<file path="config.mk">
export PLATFORM = sky130hd
export DESIGN_NAME = rotation_point_transform_flat
export DESIGN_NICKNAME = d
export VERILOG_FILES = /design/src/rtl/rotation_point_transform_pkg.sv /design/src/rtl/rotation_point_transform_if.sv /design/src/rtl/rotation_point_transform_mult.sv /design/src/rtl/rotation_point_transform.sv /design/src/flat_wrapper.sv
export SDC_FILE = /design/constraint.sdc
export NUM_CORES = 1
export LEC_CHECK = 0
export CAP_MARGIN = 20
export CORE_MARGIN = 5
export CORE_UTILIZATION = 53
export CTS_BUF_LIST = sky130_fd_sc_hd__clkbuf_2
export DETAILED_ROUTE_END_ITERATION = 16
export GPL_TIMING_DRIVEN = 0
export PLACE_DENSITY_LB_ADDON = 0.25
export SETUP_SLACK_MARGIN = 0.02
export SLEW_MARGIN = 40
export SYNTH_ARGS = -nofsm -noshare
export SYNTH_HDL_FRONTEND = slang
export SYNTH_SLANG_ARGS = --single-unit
</file>
<file path="constraint.sdc">
create_clock -name clk -period 19.9 [get_ports clk]
set_input_delay 3.98 -clock clk [delete_from_list [all_inputs] [get_ports clk]]
set_output_delay 3.98 -clock clk [all_outputs]
set_load 0.02 [all_outputs]
</file>
<file path="src/rtl/rotation_point_transform_pkg.sv">
// Shared types and width/bound helpers for the rotation point transform.
package rotation_point_transform_pkg;

  typedef enum logic [1:0] {
    StIdle,
    StMul,
    StDone
  } state_e;

  localparam int unsigned NumSteps = 9;

  function automatic int unsigned prod_width(int unsigned decimal_bits, int unsigned coord_bits);
    return coord_bits + decimal_bits + 2;
  endfunction

  // Two guard bits above the product hold the three-term row sum without overflow.
  function automatic int unsigned acc_width(int unsigned decimal_bits, int unsigned coord_bits);
    return coord_bits + decimal_bits + 4;
  endfunction

  function automatic longint sat_max(int unsigned coord_bits);
    return (longint'(1) << (coord_bits - 1)) - 1;
  endfunction

  function automatic longint sat_min(int unsigned coord_bits);
    return -(longint'(1) << (coord_bits - 1));
  endfunction

endpackage

</file>
<file path="src/rtl/rotation_point_transform_if.sv">
// Matrix-load, point-in and point-out bundle of the rotation point transform.
interface rotation_point_transform_if #(
  parameter int unsigned decimalBits = 8,
  parameter int unsigned coordBits   = 16
);

  logic signed [decimalBits+1:0] m_00, m_01, m_02;
  logic signed [decimalBits+1:0] m_10, m_11, m_12;
  logic signed [decimalBits+1:0] m_20, m_21, m_22;
  logic                          matrixEnable;

  logic signed [coordBits-1:0]   p_x, p_y, p_z;
  logic                          pointValid;
  logic                          pointReady;

  logic signed [coordBits-1:0]   q_x, q_y, q_z;
  logic                          outputEnable;

  modport master (
    output m_00, m_01, m_02, m_10, m_11, m_12, m_20, m_21, m_22, matrixEnable,
    output p_x, p_y, p_z, pointValid,
    input  pointReady, q_x, q_y, q_z, outputEnable
  );

  modport slave (
    input  m_00, m_01, m_02, m_10, m_11, m_12, m_20, m_21, m_22, matrixEnable,
    input  p_x, p_y, p_z, pointValid,
    output pointReady, q_x, q_y, q_z, outputEnable
  );

endinterface

</file>
<file path="src/rtl/rotation_point_transform_mult.sv">
// Combinational radix-2 Booth signed multiplier, full-precision product.
module rotation_point_transform_mult #(
  parameter int unsigned AWidth = 16,
  parameter int unsigned BWidth = 10
) (
  input  logic signed [AWidth-1:0]        i_a,
  input  logic signed [BWidth-1:0]        i_b,
  output logic signed [AWidth+BWidth-1:0] o_p
);

  localparam int unsigned PWidth = AWidth + BWidth;

  logic signed [PWidth-1:0] w_a_ext;
  logic        [BWidth:0]   w_b_pad;

  assign w_a_ext = {{BWidth{i_a[AWidth-1]}}, i_a};
  assign w_b_pad = {i_b, 1'b0};

  // The top recoded pair carries the sign of i_b, so no correction term is needed.
  always_comb begin
    o_p = '0;
    for (int i = 0; i < int'(BWidth); i++) begin
      case (w_b_pad[i+1 -: 2])
        2'b01:   o_p = o_p + (w_a_ext <<< i);
        2'b10:   o_p = o_p - (w_a_ext <<< i);
        default: o_p = o_p;
      endcase
    end
  end

endmodule

</file>
<file path="src/rtl/rotation_point_transform.sv">
// Rotates integer 3D points by a latched Q1.decimalBits matrix, one shared multiplier over
// nine steps; a new matrix may arrive at any time and applies from the next accepted point.
module rotation_point_transform
  import rotation_point_transform_pkg::*;
#(
  parameter int unsigned decimalBits = 8,
  parameter int unsigned coordBits   = 16
) (
  input logic                         clk,
  input logic                         reset,
  rotation_point_transform_if.slave   bus
);

  localparam int unsigned MW = decimalBits + 2;
  localparam int unsigned PW = prod_width(decimalBits, coordBits);
  localparam int unsigned AW = acc_width(decimalBits, coordBits);
  localparam logic [3:0]  LastStep = 4'(NumSteps - 1);
  localparam logic signed [AW-1:0] SatMax = AW'(sat_max(coordBits));
  localparam logic signed [AW-1:0] SatMin = AW'(sat_min(coordBits));

  state_e                      r_state, w_state_next;
  logic [3:0]                  r_step;
  logic                        r_loaded;
  logic signed [MW-1:0]        r_held [9];
  logic signed [MW-1:0]        r_work [9];
  logic signed [coordBits-1:0] r_p    [3];
  logic signed [coordBits-1:0] r_res  [3];
  logic signed [coordBits-1:0] r_q    [3];
  logic signed [AW-1:0]        r_acc;
  logic                        r_oe;

  logic signed [MW-1:0]        w_m_in [9];
  logic                        w_ready, w_accept;
  logic [1:0]                  w_row, w_col;
  logic signed [coordBits-1:0] w_mul_a;
  logic signed [MW-1:0]        w_mul_b;
  logic signed [PW-1:0]        w_prod;
  logic signed [AW-1:0]        w_prod_ext, w_sum, w_shift;
  logic signed [coordBits-1:0] w_sat;

  assign w_m_in[0] = bus.m_00;
  assign w_m_in[1] = bus.m_01;
  assign w_m_in[2] = bus.m_02;
  assign w_m_in[3] = bus.m_10;
  assign w_m_in[4] = bus.m_11;
  assign w_m_in[5] = bus.m_12;
  assign w_m_in[6] = bus.m_20;
  assign w_m_in[7] = bus.m_21;
  assign w_m_in[8] = bus.m_22;

  assign w_ready  = (r_state == StIdle) && r_loaded;
  assign w_accept = bus.pointValid && w_ready;

  assign w_row = 2'(r_step / 4'd3);
  assign w_col = 2'(r_step % 4'd3);

  always_comb begin
    w_mul_a = r_p[0];
    case (w_col)
      2'd1:    w_mul_a = r_p[1];
      2'd2:    w_mul_a = r_p[2];
      default: w_mul_a = r_p[0];
    endcase
  end

  // Row-major step index addresses the working bank directly.
  assign w_mul_b = r_work[r_step];

  rotation_point_transform_mult #(
    .AWidth(coordBits),
    .BWidth(MW)
  ) u_mult (
    .i_a(w_mul_a),
    .i_b(w_mul_b),
    .o_p(w_prod)
  );

  assign w_prod_ext = {{(AW - PW){w_prod[PW-1]}}, w_prod};
  assign w_sum      = (w_col == 2'd0) ? w_prod_ext : r_acc + w_prod_ext;
  assign w_shift    = w_sum >>> decimalBits;

  always_comb begin
    w_sat = w_shift[coordBits-1:0];
    if (w_shift > SatMax) begin
      w_sat = {1'b0, {(coordBits - 1){1'b1}}};
    end else if (w_shift < SatMin) begin
      w_sat = {1'b1, {(coordBits - 1){1'b0}}};
    end
  end

  always_comb begin
    w_state_next = r_state;
    unique case (r_state)
      StIdle:  if (w_accept) w_state_next = StMul;
      StMul:   if (r_step == LastStep) w_state_next = StDone;
      StDone:  w_state_next = StIdle;
      default: w_state_next = StIdle;
    endcase
  end

  always_ff @(posedge clk or negedge reset) begin
    if (!reset) begin
      r_state <= StIdle;
    end else begin
      r_state <= w_state_next;
    end
  end

  always_ff @(posedge clk or negedge reset) begin
    if (!reset) begin
      r_step   <= '0;
      r_loaded <= 1'b0;
      r_held   <= '{default: '0};
      r_work   <= '{default: '0};
      r_p      <= '{default: '0};
      r_res    <= '{default: '0};
      r_q      <= '{default: '0};
      r_acc    <= '0;
      r_oe     <= 1'b0;
    end else begin
      r_oe <= (r_state == StDone);
      if (bus.matrixEnable) begin
        r_held   <= w_m_in;
        r_loaded <= 1'b1;
      end
      // Nonblocking read of r_held gives the pre-update matrix on a simultaneous load.
      if (w_accept) begin
        r_work <= r_held;
        r_p[0] <= bus.p_x;
        r_p[1] <= bus.p_y;
        r_p[2] <= bus.p_z;
        r_step <= '0;
      end
      if (r_state == StMul) begin
        r_step <= r_step + 4'd1;
        r_acc  <= w_sum;
        if (w_col == 2'd2) begin
          r_res[w_row] <= w_sat;
        end
      end
      if (r_state == StDone) begin
        r_q <= r_res;
      end
    end
  end

  assign bus.pointReady   = w_ready;
  assign bus.outputEnable = r_oe;
  assign bus.q_x          = r_q[0];
  assign bus.q_y          = r_q[1];
  assign bus.q_z          = r_q[2];

endmodule
</file>
<file path="src/flat_wrapper.sv">
// flat-port wrapper written by rule: the top's interface ports become plain ports
module rotation_point_transform_flat import rotation_point_transform_pkg::*;
#(
  parameter int unsigned decimalBits = 8,
  parameter int unsigned coordBits   = 16
)
  (clk, reset, bus_m_00, bus_m_01, bus_m_02, bus_m_10, bus_m_11, bus_m_12, bus_m_20, bus_m_21, bus_m_22, bus_matrixEnable, bus_p_x, bus_p_y, bus_p_z, bus_pointValid, bus_pointReady, bus_q_x, bus_q_y, bus_q_z, bus_outputEnable);
  rotation_point_transform_if #(.decimalBits(decimalBits), .coordBits(coordBits)) bus_i ();
  input logic clk;
  input logic reset;
  input wire logic [$bits(bus_i.m_00)-1:0] bus_m_00;
  input wire logic [$bits(bus_i.m_01)-1:0] bus_m_01;
  input wire logic [$bits(bus_i.m_02)-1:0] bus_m_02;
  input wire logic [$bits(bus_i.m_10)-1:0] bus_m_10;
  input wire logic [$bits(bus_i.m_11)-1:0] bus_m_11;
  input wire logic [$bits(bus_i.m_12)-1:0] bus_m_12;
  input wire logic [$bits(bus_i.m_20)-1:0] bus_m_20;
  input wire logic [$bits(bus_i.m_21)-1:0] bus_m_21;
  input wire logic [$bits(bus_i.m_22)-1:0] bus_m_22;
  input wire logic [$bits(bus_i.matrixEnable)-1:0] bus_matrixEnable;
  input wire logic [$bits(bus_i.p_x)-1:0] bus_p_x;
  input wire logic [$bits(bus_i.p_y)-1:0] bus_p_y;
  input wire logic [$bits(bus_i.p_z)-1:0] bus_p_z;
  input wire logic [$bits(bus_i.pointValid)-1:0] bus_pointValid;
  output wire logic [$bits(bus_i.pointReady)-1:0] bus_pointReady;
  output wire logic [$bits(bus_i.q_x)-1:0] bus_q_x;
  output wire logic [$bits(bus_i.q_y)-1:0] bus_q_y;
  output wire logic [$bits(bus_i.q_z)-1:0] bus_q_z;
  output wire logic [$bits(bus_i.outputEnable)-1:0] bus_outputEnable;
  assign bus_i.m_00 = bus_m_00;
  assign bus_i.m_01 = bus_m_01;
  assign bus_i.m_02 = bus_m_02;
  assign bus_i.m_10 = bus_m_10;
  assign bus_i.m_11 = bus_m_11;
  assign bus_i.m_12 = bus_m_12;
  assign bus_i.m_20 = bus_m_20;
  assign bus_i.m_21 = bus_m_21;
  assign bus_i.m_22 = bus_m_22;
  assign bus_i.matrixEnable = bus_matrixEnable;
  assign bus_i.p_x = bus_p_x;
  assign bus_i.p_y = bus_p_y;
  assign bus_i.p_z = bus_p_z;
  assign bus_i.pointValid = bus_pointValid;
  assign bus_pointReady = bus_i.pointReady;
  assign bus_q_x = bus_i.q_x;
  assign bus_q_y = bus_i.q_y;
  assign bus_q_z = bus_i.q_z;
  assign bus_outputEnable = bus_i.outputEnable;
  rotation_point_transform #(.decimalBits(decimalBits), .coordBits(coordBits)) u_core (.clk(clk), .reset(reset), .bus(bus_i));
endmodule
</file>
-- Yosys cells after proc, flatten, opt, wreduce, memory -nomap -nowiden
Cells that the tools add are included.
- register bits after elaboration: 360
- input port bits: 142
- output and inout bits: 50
- logic and storage cells: 120
- $add $sub $neg: 21
- div/mod/pow operators: 2
- $lt $le $gt $ge: 5
- eq/ne operators: 25
- muxes and demuxes: 25
- bitwise operators: 2
- reductions and logical operators: 8
- operators with widths (operator ; number):
    case mux 26 bit (2 select lines) ; 9
    bitwise mux 48 bit ; 1
    two-way mux 16 bit ; 3
    binary-select mux 10 bit (select 4 bit) ; 1
    demux 16 bit (select 2 bit) ; 1
    case mux 16 bit (2 select lines) ; 1
    adder 28 x 26 -> 28 bit ; 1
    two-way mux 28 bit ; 1
    adder 26 x 17 -> 26 bit ; 1
    adder 26 x 18 -> 26 bit ; 1
    adder 26 x 19 -> 26 bit ; 1
    adder 26 x 20 -> 26 bit ; 1
    adder 26 x 21 -> 26 bit ; 1
    adder 26 x 22 -> 26 bit ; 1
    adder 26 x 23 -> 26 bit ; 1
    adder 26 x 24 -> 26 bit ; 1
    adder 26 x 25 -> 26 bit ; 1
    two-way mux 26 bit ; 1
    subtractor 26 x 17 -> 26 bit ; 1
    subtractor 26 x 18 -> 26 bit ; 1
    subtractor 26 x 19 -> 26 bit ; 1
    subtractor 26 x 20 -> 26 bit ; 1
    subtractor 26 x 21 -> 26 bit ; 1
    subtractor 26 x 22 -> 26 bit ; 1
    other kinds (26) ; 54

-- Logic depth before layout (Yosys ltp)
- depth after elaboration: 29
- mapped depth: 111
- mapped depth without buffers: 107

-- Modules after synthesis
Synthesis repeated with hierarchy kept, for this count alone.
- cell total of the unflattened synthesis: 3759
- area, all modules: 30694.4 um^2
- modules (own cells, without submodules) (module ; instances ; cells an instance ; area an instance (um^2) ; seq. area each (um^2)):
    rotation_point_transform ; 1 ; 1606 ; 16415.7 ; 9008.6
    rotation_point_transform_mult ; 1 ; 2153 ; 14278.7 ; 0.0

-- Least setup slack after synthesis
Ideal clock, no wire load.
- path type: flip-flop to flip-flop
- from: reg u_core.r_step[2]
- to: reg u_core.r_res[16] (netlist name)
- setup time: 0.138 ns
- arrival: 20.300 ns
- data required time: 19.762 ns
- slack: -0.538 ns
- cell stages (with the launch flop): 103
- path buffers: 6
- clock period less this slack: 20.438 ns
- cells stage by stage: dfrtp_1 -> buf_4 -> nor2b_1 -> ha_1 -> inv_1 -> ha_1 -> a21boi_0 -> xnor2_1 -> ha_1 -> nor2_1 -> mux2_2 -> inv_1 -> ha_1 -> buf_4 -> a221oi_1 -> nor2_1 -> inv_1 -> ha_1 -> [67 not listed] -> mux2i_1 -> a221oi_1 -> o21ai_0 -> xor2_1 -> xnor3_1 -> xnor3_1 -> xnor3_1 -> xor2_2 -> ha_1 -> a21oi_1 -> o21ai_0 -> xor2_1 -> and4_1 -> nor3_1 -> nor2_1 -> mux2i_2 -> buf_4 -> o31ai_1
- cells in the longest elaborated chain, start to end: 29
- elaborated cells on any way between the ends: 71
- classes of those cells: add/sub: 20; div: 2; order compare: 4; eq/ne: 20; mux: 20; bitwise: 2; reduce/logical: 3
- RTL lines (what ; RTL line ; source):
    start: declaration ; rotation_point_transform.sv:22 ; logic [3:0] r_step;
    start signal: assignment ; rotation_point_transform.sv:135 ; r_step <= r_step + 4'd1;
    remainder unit 4 x 2 -> 4 bit / inverter 4 -> 5 bit (equally long branches) ; rotation_point_transform.sv:55, rotation_point_transform.sv:67 ;
    == test 2 bit (tied with other cells) ; rotation_point_transform.sv:59, rotation_point_transform.sv:137 ;
    case mux 16 bit (2 select lines) / two-way mux 10 bit (equally long branches) ; rotation_point_transform.sv:59, rotation_point_transform.sv:67 ;
    subtractor 1 x 16 -> 17 bit / two-way mux 10 bit (equally long branches) ; rotation_point_transform_mult.sv:25, rotation_point_transform.sv:67 ;
    two-way mux 26 bit ; rotation_point_transform_mult.sv:23 ; case (w_b_pad[i+1 -: 2])
    subtractor 26 x 17 -> 26 bit / adder 26 x 17 -> 26 bit (equally long branches) ; rotation_point_transform_mult.sv:25, rotation_point_transform_mult.sv:24 ;
    case mux 26 bit (2 select lines) ; rotation_point_transform_mult.sv:23 ;
    subtractor 26 x 18 -> 26 bit / adder 26 x 18 -> 26 bit (equally long branches) ; rotation_point_transform_mult.sv:25, rotation_point_transform_mult.sv:24 ;
    [13 not listed] ; -- ;
    subtractor 26 x 25 -> 26 bit / adder 26 x 25 -> 26 bit (equally long branches) ; rotation_point_transform_mult.sv:25, rotation_point_transform_mult.sv:24 ;
    case mux 26 bit (2 select lines) ; rotation_point_transform_mult.sv:23 ;
    adder 28 x 26 -> 28 bit ; rotation_point_transform.sv:79 ; assign w_sum = (w_col == 2'd0) ? w_prod_ext : r_acc + w_prod_ext;
    two-way mux 28 bit ; rotation_point_transform.sv:79 ;
    < comparator 20 x 16 -> 1 bit ; rotation_point_transform.sv:86 ; end else if (w_shift < SatMin) begin
    two-way mux 16 bit ; rotation_point_transform.sv:86 ;
    two-way mux 16 bit ; rotation_point_transform.sv:84 ; if (w_shift > SatMax) begin
    bitwise mux 48 bit ; rotation_point_transform.sv:138 ; r_res[w_row] <= w_sat;
    end signal: indexed assignment ; rotation_point_transform.sv:138 ;
    end: declaration ; rotation_point_transform.sv:27 ; logic signed [coordBits-1:0] r_res [3];
Several ways; a longest one is shown, not always the timed one. The select of a mux whose other input is x is not followed.
A chain may end at the register's enable or synchronous reset.

-- Final worst setup path
- from: reg u_core.r_step[2]
- to: reg u_core.r_res[5] (netlist name)
The elaborated chain is that of the path after synthesis.

==> impl_metrics.py <==
metrics = {
    "yosys": {
        "synthFlopType": "dfrtp_1",
        "netlist_area_um2": 30700,
        "synthesis.area_per_instance_um2": 8.41,
        "yosysSeqAreaShare_pct": 29.3,
        "netlist_instances": 3656,
        "synth-seq-cells": 360,
        "synth_edf_count": 0,
        "synthArstFlopShare_pct": 100,
        "synth_cell_type_count": 122,
        "synth_warnings": 0,
        "syn_nets": 4023,
    },
    "sta": {
        "post-route-min-period_ns": 19.75,
        "drv_slew": 0,
        "finalSetupTns_ns": 0,
        "fin_worst_skew_ns": 0.115,
        "fmax_ghz": 0.0506,
        "finalCritPeriodShare_pct": 99.2,
        "rsz0062_at_grt": "true",
        "finalSetupViolCount": 0,
        "tightest_slew_ns": 1.03,
        "hold_viol_final": 0,
        "slew-limit-headroom_pct": 31.6,
    },
    "run_status": {
        "status": "finished clean",
    },
    "critical_path": {
        "crit_family": "compound AO/OA/AOI/OAI gates",
        "crit_buf_inv": 14,
        "r2r-end": "u_core.r_res[5]$_DFFE_PN0P_",
        "r2r_start": "u_core.r_step[2]$_DFFE_PN0P_",
        "end_kind": "register",
        "cp.depth": 102,
        "cp.required_ns": 20.77,
        "critical_path_arrival_ns": 20.62,
        "path_max_fanout": 10,
        "start_kind": "register",
        "reg2reg_depth": 102,
        "ff2ff_setup_slack_ns": 0.15,
        "max_stage_delay_ns": 0.51,
        "worstSetupEndpoint": "u_core.r_res[5]$_DFFE_PN0P_",
        "path_common_cell": "ha_4",
        "critPathKind": "reg2reg",
        "crit_slowest_cell": "nor4_1",
        "crit_start": "u_core.r_step[2]$_DFFE_PN0P_",
    },
    "drt": {
        "via_per_inst": 5.85,
        "first_pass_iters": 6,
        "wl_per_cell_um": 18.6,
        "drtIter0Drc": 2188,
        "drc": 0,
        "drt-total-wl_um": 91700,
        "vias": 28800,
        "drtAntennaViolNets": 0,
    },
    "cts": {
        "cts_hold_buf": 0,
        "insertion_delay_ns": 1.04,
        "cts_root_buffer": "clkbuf_2",
        "clkTransAtPathRegs_ns": 0.10,
        "clock_path_buffers": 3,
        "clock_sinks": 360,
        "cts_tree": "built",
        "htreeDepth": 3,
        "cts_buffers": 84,
    },
    "placed_design": {
        "port_buffers": 190,
        "place_hpwl_um": 68600,
        "gp_congestion": 0.975,
        "placedInstanceArea_um2": 33800,
    },
    "die": {
        "rows": 88,
        "coreArea_um2": 57600,
        "die_w_um": 251,
        "initial_core_util_pct": 53.4,
        "die_h_um": 251,
        "boundaryPins": 192,
        "dieArea_um2": 62900,
    },
    "grt": {
        "overflow": 0,
        "grt_pass1_wl_um": 140000,
        "grtUsageTotal_pct": 26.8,
        "grt_pass1_vias": 27200,
        "antenna_found_initial": 10,
        "grt_start_max_net_pins": 75,
    },
    "finish": {
        "final_nets": 4472,
        "area_delta_synth_final_pct": 23.5,
        "mostFrequentLayoutCell": "nand2_1",
        "multiInputGateArea_um2": 22200,
        "drive_above_1_share_pct": 22.0,
        "final_cell_mix": "682 x nand2_1, 358 x dfrtp_1, 297 x nor2_1, 192 x xnor2_1, 189 x clkdlybuf4s50_1",
        "fillers": 4684,
        "regArea_um2": 9010,
        "final_area_um2": 38000,
    },
    "flow_run": {
        "cap_violations": 0,
    },
    "min_path": {
        "hold_class": "reg2reg",
    },
}
-- flip-flops by register name (all words and copies together), names as in the netlist --
| name | flops |
|---|---|
| u_core.bus.outputEnable | 1 |
| u_core.bus.q_x | 16 |
| u_core.bus.q_y | 16 |
| u_core.bus.q_z | 16 |
| u_core.r_acc | 28 |
| u_core.r_held | 90 |
| u_core.r_loaded | 1 |
| u_core.r_p | 48 |
| u_core.r_res | 48 |
| u_core.r_state | 2 |
| u_core.r_step | 4 |
| u_core.r_work | 90 |
-- Yosys cell counts (all sizes together) (23+ instances only) --
cell    instances  area (um2)
a21o           70         527
o21bai         24         180
clkbuf        131         492
nand2b         30         188
a21oi         190         996
xor2           93         822
inv           152         571
ha            215        2690
nor3           62         325
nand2         692        2600
a21boi         28         248
o21ai         195         980
nor2b          25         156
or2            23         144
o31ai          78         699
mux2          174        1960
dfrtp         360        9010
o21a           51         383
mux2i          57         574
buf            51         354
a211oi         28         215
nor2          320        1210
a31oi          32         215
xnor2         202        1780
nand3          47         235
-- tightest hold or removal path, delay by kind of cell, from the launching register on --
kind	cells	cell delay [ns]
simple gates	2	0.10
flops	1	0.35
-- final cells by class --
| class | instances | area share (%) |
|---|---|---|
| Clock inverter | 13 | 0.244 |
| Inverter | 154 | 1.54 |
| Sequential cell | 360 | 23.7 |
| Clock buffer | 123 | 1.62 |
| Tap cell | 765 | 2.52 |
| Multi-Input combinational cell | 2958 | 58.5 |
| Antenna cell | 8 | 0.0527 |
| Buffer | 178 | 2.66 |
| Timing Repair Buffer | 369 | 9.11 |
-- worst min path at each step --
stage,from,end,cells after the start
floorplan,u_core.r_loaded$_DFFE_PN0P_,u_core.r_loaded$_DFFE_PN0P_,1
global placement,u_core.r_held[1]$_DFFE_PN0P_,u_core.r_work[1]$_DFFE_PN0P_,2
detailed placement,u_core.r_held[1]$_DFFE_PN0P_,u_core.r_work[1]$_DFFE_PN0P_,2
CTS,u_core.r_held[1]$_DFFE_PN0P_,u_core.r_work[1]$_DFFE_PN0P_,2
global route,u_core.r_held[1]$_DFFE_PN0P_,u_core.r_work[1]$_DFFE_PN0P_,2
finish,u_core.r_held[40]$_DFFE_PN0P_,u_core.r_work[40]$_DFFE_PN0P_,2
-- per-stage QoR --
stage / hold WS, ns / utilization, % / cells / worst slack, ns
after floorplan: 0.430 / - / 3656 / 0.0345
after global placement: 0.448 / 58.4 / 4611 / -4.23
after detailed placement: 0.450 / 58.7 / 4616 / -4.19
after CTS: 0.406 / 62.4 / 4822 / 0.0260
after global routing: 0.429 / 66.0 / 4925 / -0.625
final: 0.417 / 66.0 / 4928 / 0.155
-- cell families (layout without fill, tap and decap cells) --
| group | after synthesis | in the layout | synth area share, % |
|---|---|---|---|
| and+or+nand+nor | 1318 | 1318 | 18.6 |
| AOI/OAI and AO/OA | 857 | 857 | 19.3 |
| DFF | 360 | 360 | 29.3 |
| buffers and inverters | 340 | 837 | 4.76 |
| xor gates and xnor gates | 300 | 301 | 8.83 |
| muxes | 250 | 251 | 9.63 |
| adders and majority gates | 231 | 231 | 9.60 |
| other | 0 | 8 | 0 |
-- routing by layer --
layer / wire length, um / vias up / global-route usage, %
li1: - / 13800 / -
met1: 38400 / 13800 / 35.6
met2: 43700 / 1028 / 44.9
met3: 6650 / 209 / 4.83
met4: 2920 / 6 / 8.34
met5: 47 / - / 0
-- what timing repair did --
item,4_1_cts,5_1_grt
pin swaps,77,156
endpoints found under the setup margin,54,51
setup buffers,74,97
endpoints found under the hold margin,0,0
resized for setup,182,266
cloned,1,4
Power is not shown: default switching activity piles up to over one toggle a cycle in this logic, so the estimate is an artifact.
